[config.mk]
export PLATFORM = sky130hd
export DESIGN_NAME = pc_update_unit_flat
export DESIGN_NICKNAME = d
export VERILOG_FILES = /design/src/rtl/pc_update_unit_if.sv /design/src/rtl/pc_update_unit.sv /design/src/flat_wrapper.sv
export SDC_FILE = /design/constraint.sdc
export NUM_CORES = 1
export LEC_CHECK = 0
export CORE_MARGIN = 2
export CORE_UTILIZATION = 30
export DETAILED_ROUTE_END_ITERATION = 10
export GPL_TIMING_DRIVEN = 0
export PLACE_DENSITY_LB_ADDON = 0.15
export RECOVER_POWER = 50
export SLEW_MARGIN = 15
export SYNTH_ARGS = -nofsm -noshare
export SYNTH_HDL_FRONTEND = slang
export SYNTH_SLANG_ARGS = --single-unit
[constraint.sdc]
create_clock -name clk -period 4.6 [get_ports clk]
set_input_delay 0.69 -clock clk [delete_from_list [all_inputs] [get_ports clk]]
set_output_delay 0.69 -clock clk [all_outputs]
set_load 0.05 [all_outputs]
[src/rtl/pc_update_unit_if.sv]
// Bus between the fetch datapath (adders, branch decode, memory stall) and the PC update unit.
// PC_BNE_EN adds the bne strobe.
interface pc_update_unit_if;
  logic [31:0] pcadder;
  logic [31:0] target;
  logic        jump;
  logic        branch;
  logic        zero;
`ifdef PC_BNE_EN
  logic        bne;
`endif
  logic        busywait;
  logic [31:0] pc;
  logic        pc_valid;
  logic        redirect;

  modport master (
    output pcadder, target, jump, branch, zero, busywait,
`ifdef PC_BNE_EN
    output bne,
`endif
    input  pc, pc_valid, redirect
  );

  modport slave (
    input  pcadder, target, jump, branch, zero, busywait,
`ifdef PC_BNE_EN
    input  bne,
`endif
    output pc, pc_valid, redirect
  );
endinterface

[src/rtl/pc_update_unit.sv]
// Program counter register with next-PC select, stall hold and deferred redirect.
// PC_BNE_EN adds branch-if-not-equal to the taken decision.
module pc_update_unit #(
  parameter logic [31:0] RESET_VECTOR = 32'h0000_0000,
  parameter int unsigned BOOT_CYCLES  = 1
) (
  input logic             clk,
  input logic             rst_n,
  pc_update_unit_if.slave bus
);

  localparam logic [3:0] BootLast = 4'(BOOT_CYCLES);

  typedef enum logic [1:0] {StBoot, StRun, StStall} state_e;

  state_e      state_q;
  logic [3:0]  boot_cnt_q;
  logic        pend_valid_q;
  logic [31:0] pend_pc_q;
  logic [31:0] pc_q;
  logic        pc_valid_q;
  logic        redirect_q;
  logic        taken;

  always_comb begin
    taken = bus.jump | (bus.branch & bus.zero);
`ifdef PC_BNE_EN
    taken = taken | (bus.bne & ~bus.zero);
`endif
  end

  always_ff @(posedge clk or negedge rst_n) begin
    if (!rst_n) begin
      state_q      <= StBoot;
      boot_cnt_q   <= 4'd0;
      pend_valid_q <= 1'b0;
      pend_pc_q    <= 32'd0;
      pc_q         <= RESET_VECTOR;
      pc_valid_q   <= 1'b0;
      redirect_q   <= 1'b0;
    end else begin
      case (state_q)
        StBoot: begin
          redirect_q <= 1'b0;
          boot_cnt_q <= boot_cnt_q + 4'd1;
          if (boot_cnt_q + 4'd1 == BootLast) begin
            state_q    <= StRun;
            pc_valid_q <= 1'b1;
          end
        end
        StRun: begin
          if (bus.busywait) begin
            redirect_q <= 1'b0;
            if (taken) begin
              pend_pc_q    <= bus.target;
              pend_valid_q <= 1'b1;
            end
            state_q <= StStall;
          end else begin
            pc_q       <= taken ? bus.target : bus.pcadder;
            redirect_q <= taken;
          end
        end
        StStall: begin
          if (bus.busywait) begin
            redirect_q <= 1'b0;
            // First taken decision during a stall wins; later ones are dropped.
            if (taken && !pend_valid_q) begin
              pend_pc_q    <= bus.target;
              pend_valid_q <= 1'b1;
            end
          end else begin
            pc_q         <= pend_valid_q ? pend_pc_q : (taken ? bus.target : bus.pcadder);
            redirect_q   <= pend_valid_q | taken;
            pend_valid_q <= 1'b0;
            state_q      <= StRun;
          end
        end
        default: state_q <= StBoot;
      endcase
    end
  end

  assign bus.pc       = pc_q;
  assign bus.pc_valid = pc_valid_q;
  assign bus.redirect = redirect_q;

endmodule

[src/flat_wrapper.sv]
// flat-port wrapper written by rule: the top's interface ports become plain ports
module pc_update_unit_flat 
#(
  parameter logic [31:0] RESET_VECTOR = 32'h0000_0000,
  parameter int unsigned BOOT_CYCLES  = 1
)
  (clk, rst_n, bus_pcadder, bus_target, bus_jump, bus_branch, bus_zero, bus_busywait, bus_pc, bus_pc_valid, bus_redirect);
  pc_update_unit_if bus_i ();
  input logic clk;
  input logic rst_n;
  input wire logic [$bits(bus_i.pcadder)-1:0] bus_pcadder;
  input wire logic [$bits(bus_i.target)-1:0] bus_target;
  input wire logic [$bits(bus_i.jump)-1:0] bus_jump;
  input wire logic [$bits(bus_i.branch)-1:0] bus_branch;
  input wire logic [$bits(bus_i.zero)-1:0] bus_zero;
  input wire logic [$bits(bus_i.busywait)-1:0] bus_busywait;
  output wire logic [$bits(bus_i.pc)-1:0] bus_pc;
  output wire logic [$bits(bus_i.pc_valid)-1:0] bus_pc_valid;
  output wire logic [$bits(bus_i.redirect)-1:0] bus_redirect;
  assign bus_i.pcadder = bus_pcadder;
  assign bus_i.target = bus_target;
  assign bus_i.jump = bus_jump;
  assign bus_i.branch = bus_branch;
  assign bus_i.zero = bus_zero;
  assign bus_i.busywait = bus_busywait;
  assign bus_pc = bus_i.pc;
  assign bus_pc_valid = bus_i.pc_valid;
  assign bus_redirect = bus_i.redirect;
  pc_update_unit #(.RESET_VECTOR(RESET_VECTOR), .BOOT_CYCLES(BOOT_CYCLES)) u_core (.clk(clk), .rst_n(rst_n), .bus(bus_i));
endmodule
Yosys cells after proc, flatten, opt, wreduce, memory -nomap -nowiden
Cells that the tools add are included. W data, S select, Z words.

Register bits after elaboration: 73. Bits in latches: 0. Bits in writable memories: 0. Memory bits (read-only): 0. Output and inout port bits: 34. Word-level logic and storage cells: 54. Memories kept: 0.

$add $sub $neg: 1. Multiply operators: 0. Divide/modulo/power cells: 0. $lt $le $gt $ge: 0. Equality and inequality tests: 11. Shift operators: 0. Muxes and demuxes: 22. Bitwise gates (word level): 3. Reduce and logical (&&, ||, !) cells: 10.

Operators with widths (count): $mux W32 (8); $pmux W32 S2 (2); $ne A2 B2 Y1 const B (4); $mux W1 (6); $mux W2 (3); $ne A2 B1 Y1 const B (3); $pmux W2 S3 (1); $reduce_and A3 Y1 (2); $reduce_and A5 Y1 (1); $add A4 B1 Y4 const B (1); $eq A4 B1 Y1 const B (1); $reduce_and A4 Y1 (1); $ne A3 B2 Y1 const B (1); $pmux W1 S3 (1); $reduce_bool A3 Y1 (1); $eq A2 B1 Y1 const B (1); $eq A2 B2 Y1 const B (1); $logic_not A2 Y1 (1); $or A1 B1 Y1 (2); $pmux W1 S2 (1); $reduce_and A2 Y1 (1); $reduce_bool A2 Y1 (1); $and A1 B1 Y1 (1); $logic_and A1 B1 Y1 (1); $logic_not A1 Y1 (1).

Logic depth before layout (Yosys ltp)
Gate-level depths: netlist of run 1.

Depth after elaboration: 6. Depth in mapped cells: 8. Gate-level depth less buffers: 6.

Worst setup path after synthesis of run 1
No wires, ideal clock.

Path type: input to register. From: in bus_branch. To: reg u_core.pend_pc_q[10]. Arrival time: 1.836 ns. Required time: 4.475 ns. Setup slack: 2.640 ns. Cell stages on the path: 5. Path buffers: 1. Cells stage by stage: a21oi_2 > nor3b_1 > o31ai_4 > buf_6 > mux2_2.

Word-level cells in the longest chain between the ends: 5. Elaborated cells on any way between the ends: 6. Classes of those cells: eq/ne (2); bitwise (2); reduce/logical (2).

RTL lines: start: declaration (line flat_wrapper.sv:14) `input wire logic [$bits(bus_i.branch)-1:0] bus_branch;`; $and A1 B1 Y1 (*) (line pc_update_unit.sv:26) `taken = bus.jump | (bus.branch & bus.zero);`; $or A1 B1 Y1 (*) (line pc_update_unit.sv:26); $logic_and A1 B1 Y1 (line pc_update_unit.sv:68) `if (taken && !pend_valid_q) begin`; $ne A2 B1 Y1 (no line); $reduce_and A5 Y1 (no line) (*); end signal: assignment (line pc_update_unit.sv:55) `pend_pc_q <= bus.target;`; end signal: assignment (line pc_update_unit.sv:69) `pend_pc_q <= bus.target;`; end: declaration (line pc_update_unit.sv:19) `logic [31:0] pend_pc_q;`.

Mark *: on every way between the ends. The rest lies on a longest branch, timed or not. A chain may end at the register's enable or synchronous reset.

Final worst setup path of run 1
From: in bus_branch. To: reg u_core.pc_q[9], in the netlist u_core.bus.pc[9].

Word-level cells in the longest chain between the ends: 6. Elaborated cells on any way between the ends: 7. Classes of those cells: mux (5); bitwise (2).

RTL lines: $and A1 B1 Y1 (*) (line pc_update_unit.sv:26); $or A1 B1 Y1 (*) (line pc_update_unit.sv:26); $mux W32 (*) (line pc_update_unit.sv:60, pc_update_unit.sv:73); $mux W32 (line pc_update_unit.sv:73) `pc_q <= pend_valid_q ? pend_pc_q : (taken ? bus.target : bus.pcadder);`; $mux W32 (line pc_update_unit.sv:65) `if (bus.busywait) begin`; $pmux W32 S2 (*) (line pc_update_unit.sv:42) `case (state_q)`; end signal: assignment (line pc_update_unit.sv:60) `pc_q <= taken ? bus.target : bus.pcadder;`; end signal: assignment (line pc_update_unit.sv:73); end: declaration (line pc_update_unit.sv:20) `logic [31:0] pc_q;`.

Mark *: on every way between the ends. The rest lies on a longest branch, timed or not. The select of a mux whose other input is x is not followed.

==> flow_summary_export.csv, run 1 <==
group,metric,value,unit
worst_setup_path,path_class,"in2reg",
timing,tightest_slew,1959,ps
route,route.vias.total,2962,
yosys,synth_area,3581,µm²
floorplan,die-area,12830,µm²
floorplan,initial_core_util,31.10,%
clocking,path_clk_slew,60,ps
yosys,ys_ff_latch,73,
timing,hold_violations,0,
status,violations,"DRC, capacitance limit, slew limit",
worst_setup_path,cp_data_required_time,4840,ps
route,antenna_left,0,
job,drv_cap,1,
clocking,clock-root-buffer,"clkbuf_16",
route,wire_per_inst,15.92,µm
layout,drive_gt1_share,12.50,%
route,viasPerCell,4.880,
min_path,hold_path.class,"reg2reg",
timing,fin_crit_sh,57.33,%
route,drtIter0Drc,89,
layout,register_area,1827,µm²
power_and_ir_drop,vdd_drop_max,0.2493,mV
timing,rsz0062_at_grt,"no",
timing,slew_headroom,-30.61,%
yosys,yosys_warnings,0,
placed_design,io_buffers,103,
yosys,syn_area_per_cell,10.41,µm²
timing,fin_worst_skew,12.37,ps
clocking,cts_tree,"yes",
clocking,insertion_delay,330,ps
timing,tns,0,ps
yosys,synth_cell_types,35,
yosys,ys_seq_area_share,51.01,%
yosys,syn-num-nets,421,
route,wl,9663,µm
clocking,cts_made_buffers,9,
timing,final-setup-viol-count,0,
yosys,ys.flop_type,"dfrtp_1",
power_and_ir_drop,power,3.540,mW
layout,final_common_cell,"clkdlybuf4s50_1",
timing,holdWs,476.0,ps
worst_setup_path,crit_fanout,10,
global_routing,grt_pass1_wl,15840,µm
clocking,clockBufferDepth,2,
yosys,synth_simple_gate_area_share,11.98,%
yosys,synth-edff-count,0,
clocking,cts.repair.resized,0,
floorplan,ios,104,
yosys,synth_compound_area_share,18.94,%
worst_setup_path,timing.reg2reg.setup_slack,2430,ps
worst_setup_path,critPathCaptureType,"flip-flop",
floorplan,core-area,11520,µm²
clocking,ctsHoldBuffers,0,
placed_design,dp_hpwl,6850,µm
route,dr.pass1.iters,8,
clocking,cts_sinks,73,
worst_setup_path,critPathLaunchType,"primary input",
status,status,"finished with violations",
layout,multiInputGateArea,1600,µm²
timing,maxSlewViolCount,33,
timing,fmax,0.3792,GHz
worst_setup_path,arrival,2870,ps
floorplan,std_cell_rows,39,
global_routing,grt_start_max_net_pins,42,
layout,fin_cells,607,
yosys,synthCells,344,
layout,fin_util,44.54,%
yosys,async_flop_share,100.0,%
yosys,synth_top_family_by_area,"compound AO/OA/AOI/OAI gates",
placed_design,placed_cells_incl_taps,591,
power_and_ir_drop,power_density,690.2,nW/µm²
yosys,synthAdderAreaFrac,2.446,%
global_routing,grt_antenna_before_repair,0,
yosys,synthXorXnorAreaFrac,0.7338,%
global_routing,grt_pass1_vias,3154,
global_routing,grt_usage,15.79,%
floorplan,die_x,113.3,µm
global_routing,globalRoute.totalOverflow,0,
floorplan,die_h,113.3,µm
clocking,cts_setup_buffers,0,
layout,area_growth,43.22,%
layout,final_cell_mix,"clkdlybuf4s50_1 (93), dfrtp_1 (73), o21ai_0 (69)",
yosys,synthMuxAreaShare,10.69,%
route,drc_errors,6,
power_and_ir_drop,p_leak,2.066,nW
layout,n_fill_cell,1111,
clocking,cts_max_level,3,
layout,nNetsFinal,536,
layout,antenna_cells,0,
timing,min_period,2637,ps
placed_design,gp_congestion,0.7498,
==> sequential cells by signal, summed over array words and instances (netlist names) <==
register and flops:
u_core.pend_pc_q 32, u_core.bus.pc_valid 1, u_core.pend_valid_q 1, u_core.bus.pc 32, u_core.boot_cnt_q 4, u_core.bus.redirect 1
u_core.state_q 2
==> synthesized netlist by cell type (all sizes together), types with 5 or more instances <==
cell type / count / area (µm²)
ha: 7 / 87.58
a211oi: 32 / 240.2
nor2: 5 / 18.77
clkbuf: 18 / 68.81
nor2b: 32 / 200.2
o21ai: 69 / 345.3
buf: 7 / 58.80
nand2: 38 / 142.6
mux2: 34 / 382.9
inv: 6 / 22.52
dfrtp: 73 / 1827
==> cell type report <==
class	count	share of cell area [%]
plain buffers	25	2.464
clock buffers	11	4.733
clock inverters	5	1.537
inverters	6	0.4391
multi-input cells	240	31.20
flip-flops and latches	73	35.62
well taps	143	3.489
repair buffers	104	20.52
==> metal layers <==
metal,routed length (µm),track usage [%],vias to the layer above
li1,-,-,1455
met1,4306,19.59,1422
met2,4638,26.43,72
met3,518,4.124,13
met4,201,6.016,0
met5,0,0,-
==> worst paths after layout <==
check	startpoint	end	depth (start not counted)
setup / recovery	bus_branch	u_core.bus.pc[9]	7
hold / removal	u_core.bus.pc[11]	u_core.bus.pc[11]	2
setup reg to reg	u_core.state_q[0]	u_core.bus.pc[13]	8
hold reg to reg	u_core.bus.pc[11]	u_core.bus.pc[11]	2
max in group asynchronous	rst_n	u_core.bus.pc[21]	1
min in group asynchronous	rst_n	u_core.boot_cnt_q[0]	1
==> metrics by stage <==
step	area, µm²	worst slack, ps
after floorplan	3581	2640
after global placement	4791	64.27
after detailed placement	4816	1839
after CTS	5137	2195
after global routing	5129	1753
final	5129	1963
==> report_power, final <==
group	internal, mW	switching [mW]
clock	0.489	0.269
combinational	0.681	0.985
sequential	0.954	0.162
total	2.12	1.42
==> logic make-up after synthesis <==
logic type               count (synthesis)
multiplexers                            34
AND/OR/NAND/NOR                         85
AO/OA/AOI/OAI                          111
flip-flops                              73
buffers and inverters                   31
XOR/XNOR                                 3
adder cells (fa/ha/maj)                  7
==> critical path: stages <==
cell             delay [ps]
clkdlybuf4s50_1         400
a21oi_1                 450
clkbuf_1                460
buf_4                   290
buf_2                   260
a211oi_1                100
o21ai_0                 220
(Power assumes the default switching activity.)
==> run 2, diff against run 1 <==
clock period = 2.2 ns   (was 4.6 ns; I/O delays follow)
==> run 2 against run 1 <==
Clock skew fell by 1.8 ps. Die area did not move. Worst hold slack barely moved. Final area rose by 0.51%. Sequential power rose by 110%. Combinational power rose by 110%. Largest power group unchanged. Flip-flop and latch count did not move. Highest routed layer unchanged. Clock power rose by 110%. The run ends with DRC left. Critical path type is now reg2reg. Critical path depth did not move.
==> flow_summary_export.csv, run 2 (synthesized netlist as in run 1, its figures left out) <==
group,metric,value,unit
status,status,"finished with violations",
status,violations,"DRC",
layout,antenna_cells,0,
layout,finalInstanceArea,5155,µm²
placed_design,dp_hpwl,6850,µm
layout,drive_gt1_share,15.85,%
timing,final-setup-viol-count,0,
route,dr.pass1.iters,7,
layout,fin_cells,610,
clocking,cts_sinks,73,
worst_setup_path,crit_start,"u_core.state_q[0]",
floorplan,initial_core_util,31.10,%
route,wl,9685,µm
route,wire_per_inst,15.88,µm
power_and_ir_drop,p_leak,2.103,nW
layout,nNetsFinal,539,
layout,final_common_cell,"clkdlybuf4s50_1",
timing,fin_crit_sh,92.18,%
min_path,hold_path.class,"reg2reg",
worst_setup_path,slowest_stage,"dfrtp_1",
global_routing,grt_usage,15.82,%
worst_setup_path,crit_chain,"inv_1, ha_1, nor3b_1, o31ai_4, buf_4, buf_6, mux2_1",
worst_setup_path,r2r-start,"u_core.state_q[0]",
route,viasPerCell,4.930,
layout,final_cell_mix,"clkdlybuf4s50_1 (93), dfrtp_1 (73), o21ai_0 (69)",
clocking,cts_tree,"yes",
worst_setup_path,crit_fanout,10,
global_routing,grt_start_max_net_pins,42,
global_routing,grt_antenna_before_repair,0,
min_path,min_from,"u_core.bus.pc[11]",
clocking,path_clk_slew,60,ps
placed_design,gp_congestion,0.7498,
floorplan,die-area,12830,µm²
clocking,clockBufferDepth,2,
timing,hold_violations,0,
worst_setup_path,critPathCaptureType,"flip-flop",
timing,maxSlewViolCount,0,
global_routing,globalRoute.totalOverflow,0,
route,drtIter0Drc,93,
power_and_ir_drop,power_density,1447,nW/µm²
placed_design,placed_cells_incl_taps,591,
clocking,cts_max_level,3,
power_and_ir_drop,vdd_drop_max,0.5105,mV
floorplan,core-area,11520,µm²
min_path,hold_depth,2,
worst_setup_path,r2r_cells,7,
global_routing,grt_pass1_wl,15870,µm
floorplan,die_x,113.3,µm
floorplan,std_cell_rows,39,
timing,fmax,0.4931,GHz
placed_design,io_buffers,103,
timing,tightest_slew,856.8,ps
clocking,cts_made_buffers,9,
layout,area_growth,43.96,%
timing,fin_worst_skew,10.62,ps
worst_setup_path,path_class,"reg2reg",
timing,slew_headroom,42.88,%
job,drv_cap,0,
timing,rsz0062_at_grt,"no",
global_routing,grt_pass1_vias,3160,
worst_setup_path,arrival,2240,ps
placed_design,placed_area,4816,µm²
clocking,insertion_delay,330,ps
worst_setup_path,cp_data_required_time,2410,ps
worst_setup_path,cpPeakStageDelay,420,ps
worst_setup_path,critPathLaunchType,"flip-flop",
worst_setup_path,timing.reg2reg.setup_slack,170,ps
route,drc_errors,6,
route,antenna_left,0,
floorplan,ios,104,
route,route.vias.total,3007,
timing,min_period,2028,ps
clocking,clock-root-buffer,"clkbuf_16",
floorplan,die_h,113.3,µm
==> run 2: cell count changes in the layout (fill, tap and decap cells not counted), sizes merged <==
cell         before  now
buf               8    9
clkbuf           30   31
dlygate4sd3       9   10
==> run 2: area by class of cell <==
class | instances | area (µm²)
plain buffers | 25 | 137.6
well taps | 143 | 178.9
clock buffers | 11 | 242.7
inverters | 6 | 22.52
multi-input cells | 240 | 1609
repair buffers | 107 | 1059
fillers | 1112 | 6361
clock inverters | 5 | 78.83
flip-flops and latches | 73 | 1827
==> run 2: layer usage <==
metal	up-vias	global-route usage, %	routed length (µm)
met5	-	0	0
met4	0	6.016	202
met3	13	4.124	522
met2	77	26.47	4707
met1	1459	19.62	4252
li1	1458	-	-
==> run 2: per-stage QoR <==
step                      worst slack [ps]  utilization (%)  power [mW]  hold WS, ps  setup TNS, ps
final                                172.0            44.76       7.459        476.0              0
after global routing                 16.01            44.76       7.957        497.1              0
after CTS                            30.97            44.71       7.532        481.7              0
after detailed placement            -200.8            41.82       5.913        324.6          -7970
after global placement               -1976            41.60       5.844        462.7        -151810
after floorplan                      403.7                -       4.747        34.41              0
==> run 2: path summary, 6_finish.rpt <==
kind / endpoint
hold / removal: u_core.bus.pc[11]
hold reg to reg: u_core.bus.pc[11]
setup / recovery: u_core.pend_pc_q[8]
min in group asynchronous: u_core.boot_cnt_q[0]
max in group asynchronous: u_core.bus.pc[26]
setup reg to reg: u_core.pend_pc_q[8]
==> run 2: worst max-delay path: cells and delay by family (launching register included) <==
kind	cells	cell delay, ps
DFF	1	420
muxes	1	310
buffers and inverters	3	410
adders and majority gates	1	300
and+or+nand+nor	1	360
AOI/OAI and AO/OA	1	110
==> run 2: repair_timing <==
| action | in CTS | in global routing |
|---|---|---|
| setup buffers | 0 | 2 |
| hold buffers | 1 | 0 |
| pin swaps | 0 | 1 |
| endpoints found under the setup margin | 6 | 60 |
| endpoints found under the hold margin | 32 | 0 |
| resized for setup | 1 | 16 |
==> run 2: report_power, final <==
part,switching (mW),internal [mW]
registers,0.339,1.99
clock network,0.569,1.02
logic,2.07,1.46
total,2.98,4.48
==> edit 1, RTL diff (flow settings as in run 2) <==
Encoding of `state_e`: now one-hot (3 bits for 3 states).
--- a/src/rtl/pc_update_unit.sv
+++ b/src/rtl/pc_update_unit.sv
@@ -11,7 +11,7 @@
 
   localparam logic [3:0] BootLast = 4'(BOOT_CYCLES);
 
-  typedef enum logic [1:0] {StBoot, StRun, StStall} state_e;
+  typedef enum logic [2:0] {StBoot = 3'b001, StRun = 3'b010, StStall = 3'b100} state_e;
 
   state_e      state_q;
   logic [3:0]  boot_cnt_q;
Function: same outputs for any inputs over 4 cycles, from zero or initial values and one cycle with rst_n low; so few cycles prove little.
==> edit 1 against run 2 <==
Total power is 7.3% lower; routed wire length is 3.1% higher; final area is 1.9% higher; sequential cell count is 1 higher; sequential share of layout area is 0.17 points lower; setup slack better by 0.080 ns; synthesized area is 3.4% higher.
==> edit 1: results (changes against run 2) <==
synth.area.top_cells: "dfrtp_1 49%, mux2_4 12%, nand2_1 10%"
preCtsSetupSlack_ns: -0.118  # +0.0832 ns
worst_pin_slew_ns: 1.37  # +0.512 ns
grt_pass1_vias: 3221  # +1.9%
syn-num-nets: 438  # +4.0%
synth.top_cell.area_share: 0.494  # -0.0166
crit_family: "simple AND/OR/NAND/NOR gates"
final_nets: 554  # +2.8%
nFillCells: 1173  # +5.5%
outcome: "finished, final reports clean"
whs_ns: 0.474  # -0.00242 ns
max_stage_delay_ns: 0.39  # -0.03 ns
wl_per_cell_um: 15.8  # -0.76%
gp_congestion: 0.769  # +2.6%
dpl_cell_area_mm2: 0.00494  # +2.6%
dpl.hpwl_mm: 7.03  # +2.6%
met3RoutedLength_um: 536  # +2.7%
gr-usage-met2: 0.246  # -0.0184
arrival_ns: 2.17  # -0.07 ns
synth-seq-area-share: 0.501  # -0.00946
grt_max_degree: 54  # +29%
finalCriticalPeriod_ns: 1.95  # -0.0802 ns
r2r_cells: 6  # -1
track_usage: 0.160  # +0.00184
ys_top_cells_by_count: "102 x nand2_1, 73 x dfrtp_1, 35 x nor2_1"
ir_worst_vdd_uv: 663  # +30%
edit 1: final timing paths:
check	start	end
setup / recovery	u_core.state_q[1]	u_core.bus.pc[22]
hold / removal	u_core.bus.pc[21]	u_core.bus.pc[21]
setup reg to reg	u_core.state_q[1]	u_core.bus.pc[22]
hold reg to reg	u_core.bus.pc[21]	u_core.bus.pc[21]
max in group asynchronous	rst_n	u_core.pend_pc_q[14]
min in group asynchronous	rst_n	u_core.boot_cnt_q[3]
edit 1: where the power goes:
group	switching, mW	total (mW)	internal, mW
clock	0.554	1.57	1.02
sequential	0.395	2.42	2.02
combinational	1.67	2.93	1.25
total	2.62	6.92	4.30
edit 1: per-stage QoR:
| step | util | instances |
|---|---|---|
| 4_1_cts | 0.439 | 634 |
| 2_1_floorplan | - | 366 |
| 6_report | 0.437 | 634 |
| 3_3_place_gp | 0.409 | 616 |
| 3_5_place_dp | 0.411 | 617 |
| 5_1_grt | 0.437 | 634 |
edit 1: cell families (layout without fill, tap and decap cells):
group,after synthesis,in the layout,share of synthesized area
and+or+nand+nor,180,180,0.219
DFF,74,74,0.501
AOI/OAI and AO/OA,44,44,0.0879
muxes,32,32,0.128
buffers and inverters,29,150,0.0456
xor gates and xnor gates,5,5,0.0118
adders and majority gates,2,2,0.00676
edit 1: layout make-up:
| cell class | count | area, um2 | share of cell area |
|---|---|---|---|
| Sequential cell | 74 | 1850 | 0.353 |
| Buffer | 25 | 150 | 0.0286 |
| Multi-Input combinational cell | 263 | 1670 | 0.318 |
| Clock buffer | 11 | 243 | 0.0462 |
| Timing Repair Buffer | 105 | 1060 | 0.202 |
| Inverter | 4 | 15.0 | 0.00286 |
| Clock inverter | 5 | 77.6 | 0.0148 |
| Tap cell | 147 | 184 | 0.0350 |
==> edit 2, RTL diff (flow settings as in run 2) <==
Without the edit above. Make the reset (`rst_n`) synchronous in one clocked block.
--- a/src/rtl/pc_update_unit.sv
+++ b/src/rtl/pc_update_unit.sv
@@ -29,7 +29,7 @@
 `endif
   end
 
-  always_ff @(posedge clk or negedge rst_n) begin
+  always_ff @(posedge clk) begin
     if (!rst_n) begin
       state_q      <= StBoot;
       boot_cnt_q   <= 4'd0;
Check against the original RTL: differs if rst_n is asserted again (counterexample within 4 cycles, from zero or initial values and one cycle with rst_n low); with rst_n held inactive, the same outputs for 4 cycles.
==> edit 2 against run 2 <==
Final area decreased by 5.1%; synthesized area down 4.5%; total power fell by 26%; routed wire length grew 2.4%; setup slack improved by 0.013 ns; sequential cell count unchanged; critical path depth decreased by 1.
==> edit 2: results (changes against run 2) <==
wl_mm: 9.91  # +2.4%
outcome: "finished, final reports clean"
synth.area.top_cells: "dfxtp_1 43%, nand2_1 15%, a22o_1 8.2%"
multiInputGateArea_mm2: 0.00177  # +9.7%
final_nets: 616  # +14%
cts.repair.resized: 0  # -1
gr-usage-met2: 0.258  # -0.00700
track_usage: 0.163  # +0.00471
arrival_ns: 2.29  # +0.05 ns
met3RoutedLength_um: 555  # +6.3%
grt_pass1_wl_mm: 16.3  # +2.8%
multi_input_area_share: 0.361  # +0.0489
synthAdderAreaFrac: 0.0256  # +0.00115
synthMuxAreaShare: 0.00914  # -0.0978
yosysUniqueCellTypes: 37  # +5.7%
nNonClkBuffers: 136  # +3.0%
syn-num-nets: 504  # +20%
ir_worst_vdd_uv: 434  # -15%
preCtsSetupSlack_ns: -0.0260  # +0.175 ns
dpl.hpwl_mm: 7.17  # +4.7%
clkbuf_count: 10  # -1
powerDensity_mw_per_mm2: 1130  # -22%
pg_clk_mw: 1.36  # -14%
crit_family: "buffers and inverters"
nFillCells: 1129  # +1.5%
inv_count: 7  # +1
edit 2: cell types whose count changed in the layout (fill, tap and decap cells not counted), sizes merged, moves of 31 or more:
cell	run 2	this run
a211oi	32	0
a21boi	0	34
a22o	1	32
a31oi	1	33
dfrtp	73	0
dfxtp	0	73
mux2	34	1
nand2	38	136
nor2	5	36
o21ai	69	1
edit 2: worst reg2reg max path: cells and delay by family, from the launching register on:
kind            cells  cell delay (ns)
compound gates      2             0.33
fa+ha+maj           1             0.41
buf+inv             2             0.34
flops               1             0.41
simple gates        2             0.40
edit 2: worst paths after layout:
kind,from,end,slack [ns],cells after the start
min,u_core.pend_pc_q[25],u_core.pend_pc_q[25],0.45,2
max reg2reg,u_core.state_q[0],u_core.pend_pc_q[9],0.24,7
min reg2reg,u_core.pend_pc_q[25],u_core.pend_pc_q[25],0.45,2
max,bus_zero,u_core.bus.pc[29],0.18,6
